## config.mk

```make
export PLATFORM = sky130hd
export DESIGN_NAME = scan_chain_ctrl
export DESIGN_NICKNAME = d
export VERILOG_FILES = /design/src/rtl/scan_chain_ctrl.sv
export SDC_FILE = /design/constraint.sdc
export NUM_CORES = 1
export LEC_CHECK = 0
export ABC_AREA = 1
export BUFFER_PORTS_ARGS = -buffer_cell sky130_fd_sc_hd__buf_2
export CELL_PAD_IN_SITES_DETAIL_PLACEMENT = 1
export CELL_PAD_IN_SITES_GLOBAL_PLACEMENT = 1
export CORE_UTILIZATION = 43
export CTS_BUF_LIST = sky130_fd_sc_hd__clkbuf_16
export DETAILED_ROUTE_END_ITERATION = 10
export PLACE_DENSITY = 0.83
export REMOVE_ABC_BUFFERS = 1
export SYNTH_ARGS = -nofsm -noshare
export SYNTH_HDL_FRONTEND = slang
export SYNTH_SLANG_ARGS = --single-unit
```

## constraint.sdc

```tcl
create_clock -name CLK -period 3.56 [get_ports CLK]
set_input_delay 0.712 -clock CLK [delete_from_list [all_inputs] [get_ports CLK]]
set_output_delay 0.712 -clock CLK [all_outputs]
set_load 0.01 [all_outputs]
```

## src/rtl/scan_chain_ctrl.sv

```systemverilog
// scan_chain_ctrl: tester-side scan controller. Loads a pattern serially,
// issues one capture clock, unloads and compares the response, and keeps a
// saturating count of failing patterns.
// Optional build macro SCAN_MASK_EN adds a MASK input; masked bits are
// don't-care in the compare.
module scan_chain_ctrl #(
  parameter int unsigned CHAIN_LEN = 3,
  parameter int unsigned CNT_W     = 8
) (
  input  logic                 CLK,
  input  logic                 RST_N,
  input  logic                 START,
  input  logic [CHAIN_LEN-1:0] PATTERN,
  input  logic [CHAIN_LEN-1:0] EXPECT,
`ifdef SCAN_MASK_EN
  input  logic [CHAIN_LEN-1:0] MASK,
`endif
  input  logic                 SO,
  output logic                 SE,
  output logic                 SI,
  output logic                 BUSY,
  output logic                 DONE,
  output logic                 PASS,
  output logic [CHAIN_LEN-1:0] RESPONSE,
  output logic [CNT_W-1:0]     FAIL_CNT
);

  localparam int unsigned L     = CHAIN_LEN;
  localparam int unsigned BIT_W = (L > 1) ? $clog2(L) : 1;
  localparam logic [BIT_W-1:0] LAST_BIT = BIT_W'(L - 1);

  typedef enum logic [2:0] {
    S_IDLE,
    S_SHIFT,
    S_CAPTURE,
    S_UNLOAD,
    S_DONE
  } state_e;

  state_e           state_q, state_d;
  logic [BIT_W-1:0] bit_q, bit_d;
  logic [L-1:0]     pat_q, pat_d;
  logic [L-1:0]     exp_q;
  logic [L-1:0]     resp_q, resp_d;
  logic             se_d, si_d, busy_d, done_d;
  logic             accept, mism, finish;
`ifdef SCAN_MASK_EN
  logic [L-1:0]     mask_q;
`endif

  // State and bit counter register
  always_ff @(posedge CLK or negedge RST_N) begin
    if (!RST_N) begin
      state_q <= S_IDLE;
      bit_q   <= '0;
    end else begin
      state_q <= state_d;
      bit_q   <= bit_d;
    end
  end

  // Next-state logic: L shift cycles, one capture, L unload cycles, one done
  always_comb begin
    state_d = state_q;
    bit_d   = bit_q;
    unique case (state_q)
      S_IDLE: begin
        if (START) begin
          state_d = S_SHIFT;
          bit_d   = '0;
        end
      end
      S_SHIFT: begin
        if (bit_q == LAST_BIT) begin
          state_d = S_CAPTURE;
          bit_d   = '0;
        end else begin
          bit_d = bit_q + BIT_W'(1);
        end
      end
      S_CAPTURE: begin
        state_d = S_UNLOAD;
        bit_d   = '0;
      end
      S_UNLOAD: begin
        if (bit_q == LAST_BIT) begin
          state_d = S_DONE;
          bit_d   = '0;
        end else begin
          bit_d = bit_q + BIT_W'(1);
        end
      end
      S_DONE: begin
        state_d = S_IDLE;
      end
      default: begin
        state_d = S_IDLE;
        bit_d   = '0;
      end
    endcase
  end

  // Output decode from the next state so SE/SI/BUSY/DONE come out of flops
  always_comb begin
    accept = (state_q == S_IDLE) && START;
    finish = (state_q == S_UNLOAD) && (state_d == S_DONE);
    pat_d  = pat_q;
    si_d   = 1'b0;
    se_d   = (state_d == S_SHIFT) || (state_d == S_UNLOAD);
    busy_d = se_d || (state_d == S_CAPTURE);
    done_d = (state_d == S_DONE);
    resp_d = {resp_q[L-2:0], SO};
    // Pattern is sent MSB first out of a left-shifting copy
    if (accept) begin
      si_d  = PATTERN[L-1];
      pat_d = {PATTERN[L-2:0], 1'b0};
    end else if ((state_q == S_SHIFT) && (state_d == S_SHIFT)) begin
      si_d  = pat_q[L-1];
      pat_d = {pat_q[L-2:0], 1'b0};
    end
`ifdef SCAN_MASK_EN
    mism = |((resp_d ^ exp_q) & ~mask_q);
`else
    mism = (resp_d != exp_q);
`endif
  end

  // Chain-facing and status output registers
  always_ff @(posedge CLK or negedge RST_N) begin
    if (!RST_N) begin
      SE   <= 1'b0;
      SI   <= 1'b0;
      BUSY <= 1'b0;
      DONE <= 1'b0;
    end else begin
      SE   <= se_d;
      SI   <= si_d;
      BUSY <= busy_d;
      DONE <= done_d;
    end
  end

  // Pattern/expect latches, response shifter and compare result
  always_ff @(posedge CLK or negedge RST_N) begin
    if (!RST_N) begin
      pat_q    <= '0;
      exp_q    <= '0;
      resp_q   <= '0;
      RESPONSE <= '0;
      PASS     <= 1'b0;
      FAIL_CNT <= '0;
`ifdef SCAN_MASK_EN
      mask_q   <= '0;
`endif
    end else begin
      pat_q <= pat_d;
      if (accept) begin
        exp_q  <= EXPECT;
`ifdef SCAN_MASK_EN
        mask_q <= MASK;
`endif
      end
      if (state_q == S_UNLOAD) begin
        resp_q <= resp_d;
      end
      if (finish) begin
        RESPONSE <= resp_d;
        PASS     <= !mism;
        if (mism && (FAIL_CNT != {CNT_W{1'b1}})) begin
          FAIL_CNT <= FAIL_CNT + CNT_W'(1);
        end
      end
    end
  end

endmodule

```

==> results_dict.tcl <==
set metrics [dict create \
    criticalPathCategory "flip-flop to output port" \
    rsz0062_at_grt "no" \
    antenna_left 0 \
    grt_pass1_vias 1183 \
    htreeDepth 1 \
    drt_iter0_markers 32 \
    yosysMostFrequentCell "nand2_1" \
    crit_path_max_incr_delay_ps 440 \
    grt_first_pass_wirelength_um 5306 \
    root_buffer "clkbuf_16" \
    num_rows 19 \
    outcome "finished with violations" \
    dieArea_sq_um 3371 \
    ys_top_cells_by_count "56 x nand2_1, 28 x dfrtp_1, 13 x inv_1, 11 x nor2_1, 8 x nand4_1" \
    antenna_found_initial 0 \
    drive_gt1_frac 0.2240 \
    cts_resized 0 \
    synthMuxAreaShare 0 \
    drt-wirelength-per-cell_um 13.06 \
    netlist_area_sq_um 1351 \
    synth_top_family_by_area "simple AND/OR/NAND/NOR gates" \
    synthAdderAreaFrac 0.009259 \
    fp.dieH_um 58.06 \
    slowest_stage "dfrtp_1" \
    setup_tns_ps 0 \
    worstSkewPairLatency_ps 260 \
    antenna_cells 0 \
    first_pass_iters 7 \
    synth_top_area_frac 0.5185 \
    power_density_nw_per_um2 757.5 \
    period_share 0.4417 \
    max_freq_ghz 0.6359 \
    yosysWarnings 0 \
    fillers 350 \
    max-clock-path-buffers 2 \
    start_util 0.4698 \
    final-max-slew-violation-count 0 \
    vias 1122 \
    finClkSkew_ps 2.994 \
    slew_headroom 0.5827 \
    synth-compound-area-share 0.05833 \
    synth-simple-area-share 0.3296 \
    synth-edff-count 0 \
    critPathTopFamily "flip-flops" \
    place_congestion 0.7666 \
    crit_fanout 5 \
    io_buffers 25 \
    cp_cell_sequence "buf_2" \
    synth_cell_types 24 \
    synth_flop_cell "dfrtp_1" \
    critical_path.endpoint_type "output port" \
    grt-ovfl-total 0 \
    grt_max_degree 29 \
    ctsHoldBuffers 0 \
    track_usage 0.2067 \
    fin_crit_ps 1573 \
    worstMarginPinSlew_ps 625.9 \
    worstPathRequired_ps 2850 \
    drc_errors 3 \
    synth_seq_cells 28 \
    path_buf_inv 1 \
    power_leakage_uw 0.0008673 \
    hold_violations 0 \
    finalPower_uw 1204 \
    cap_violations 0 \
    coreArea_sq_um 2877 \
    start_kind "flip-flop" \
    regArea_sq_um 700.7 \
    clk_pin_slew_ps 60 \
    area_growth_pct 17.59 \
    vdd_drop_max_v 0.0003624 \
    synthTopCellsByArea "dfrtp_1 52%, nand2_1 16%, nand4_1 3.7%, inv_1 3.6%, nor2_1 3.1%" \
    cts_buffers 3 \
    synth-xor-area-share 0.02593 \
    hold_class "primary input to asynchronous set/reset pin" \
    vias_per_cell 4.987 \
    setup_viol 0 \
    io-pin-count 26 \
    netlist_instances 156 \
    finalNetCount 196 \
    synth-seq-area-share 0.5185 \
    post_cts_buffers 0 \
    place_hpwl_um 2195 \
    synth_async_sr_flop_share 1.000 \
    violations "design-rule violations" \
    die_w_um 58.06 \
    synth_top_cell_by_area "dfrtp_1" \
    multi_input_area_sq_um 571.8 \
    clock_sinks 28 \
    routed_wl_um 2938 \
    crit_arrival_ps 860 \
    cts_tree "yes" \
    synth_area_per_cell_sq_um 8.662 \
]
==> power by group <==
| group | internal [uW] | total, uW | switching, uW |
|---|---|---|---|
| logic | 156 | 438 | 282 |
| clock network | 149 | 246 | 96.8 |
| registers | 433 | 520 | 87.2 |
| total | 737 | 1200 | 466 |
==> layout make-up <==
class,count,area share
flip-flops and latches,28,0.4409
multi-input cells,110,0.3598
repair buffers,25,0.07874
clock buffers,3,0.04724
inverters,17,0.04016
well taps,42,0.03307
==> placed cells by master, fill, tap and decap left out, drive strengths merged, types with 2 or more instances in the layout <==
cell type  synthesis  routed
inv               17      17
nor2              15      15
nand2             58      58
a21oi              2       2
nand3              9       9
o21ai              9       9
buf                1      25
dfrtp             28      28
xnor2              3       3
nand4              8       8
clkbuf             0       3
==> path summary, 6_finish.rpt <==
| path | from | to | slack [ps] | cells past startpoint |
|---|---|---|---|---|
| setup reg to reg | FAIL_CNT[0] | FAIL_CNT[0] | 2070 | 7 |
| min in group CLK | bit_q[1] | bit_q[0] | 470 | 1 |
| hold / removal | RST_N | RESPONSE[0] | 470 | 1 |
| max in group asynchronous | RST_N | FAIL_CNT[1] | 2680 | 1 |
| hold reg to reg | bit_q[1] | bit_q[0] | 470 | 1 |
| setup / recovery | FAIL_CNT[3] | FAIL_CNT[3] | 1990 | 1 |
==> state kept, by name (all words and copies together), names as in the netlist <==
| signal | count |
|---|---|
| BUSY | 1 |
| DONE | 1 |
| FAIL_CNT | 8 |
| PASS | 1 |
| RESPONSE | 3 |
| SE | 1 |
| SI | 1 |
| bit_q | 2 |
| exp_q | 3 |
| pat_q | 2 |
| resp_q | 2 |
| state_q | 3 |
==> kinds of logic (layout without fill, tap and decap cells) <==
kind of cell,after synthesis,after routing
compound gates,14,14
simple gates,91,91
fa+ha+maj,1,1
buf+inv,18,45
xor+xnor,4,4
flops,28,28
==> layer usage <==
| metal | share of wire | vias to the layer above | global-route usage | routed length [um] |
|---|---|---|---|---|
| met4 | 0.0058 | 0 | 0.07143 | 17 |
| met3 | 0.017 | 2 | 0.01339 | 51 |
| li1 | - | 557 | - | - |
| met2 | 0.53 | 14 | 0.3777 | 1551 |
| met1 | 0.45 | 549 | 0.2580 | 1318 |
| met5 | 0 | - | 0 | 0 |
==> metrics by stage <==
| stage | cells | utilization | hold WS [ps] | cell area [sq um] | setup WS, ps |
|---|---|---|---|---|---|
| 4_1_cts | 225 | 0.5524 | 469.8 | 1589 | 1978 |
| 5_1_grt | 225 | 0.5524 | 489.9 | 1589 | 1952 |
| 3_3_place_gp | 222 | 0.5263 | 449.3 | 1514 | 1982 |
| 3_5_place_dp | 222 | 0.5263 | 461.2 | 1514 | 1929 |
| 6_report | 225 | 0.5524 | 467.9 | 1589 | 1987 |
| 2_1_floorplan | 155 | - | 416.4 | 1336 | 2198 |
Note: power is estimated with default switching activity, not from simulation.
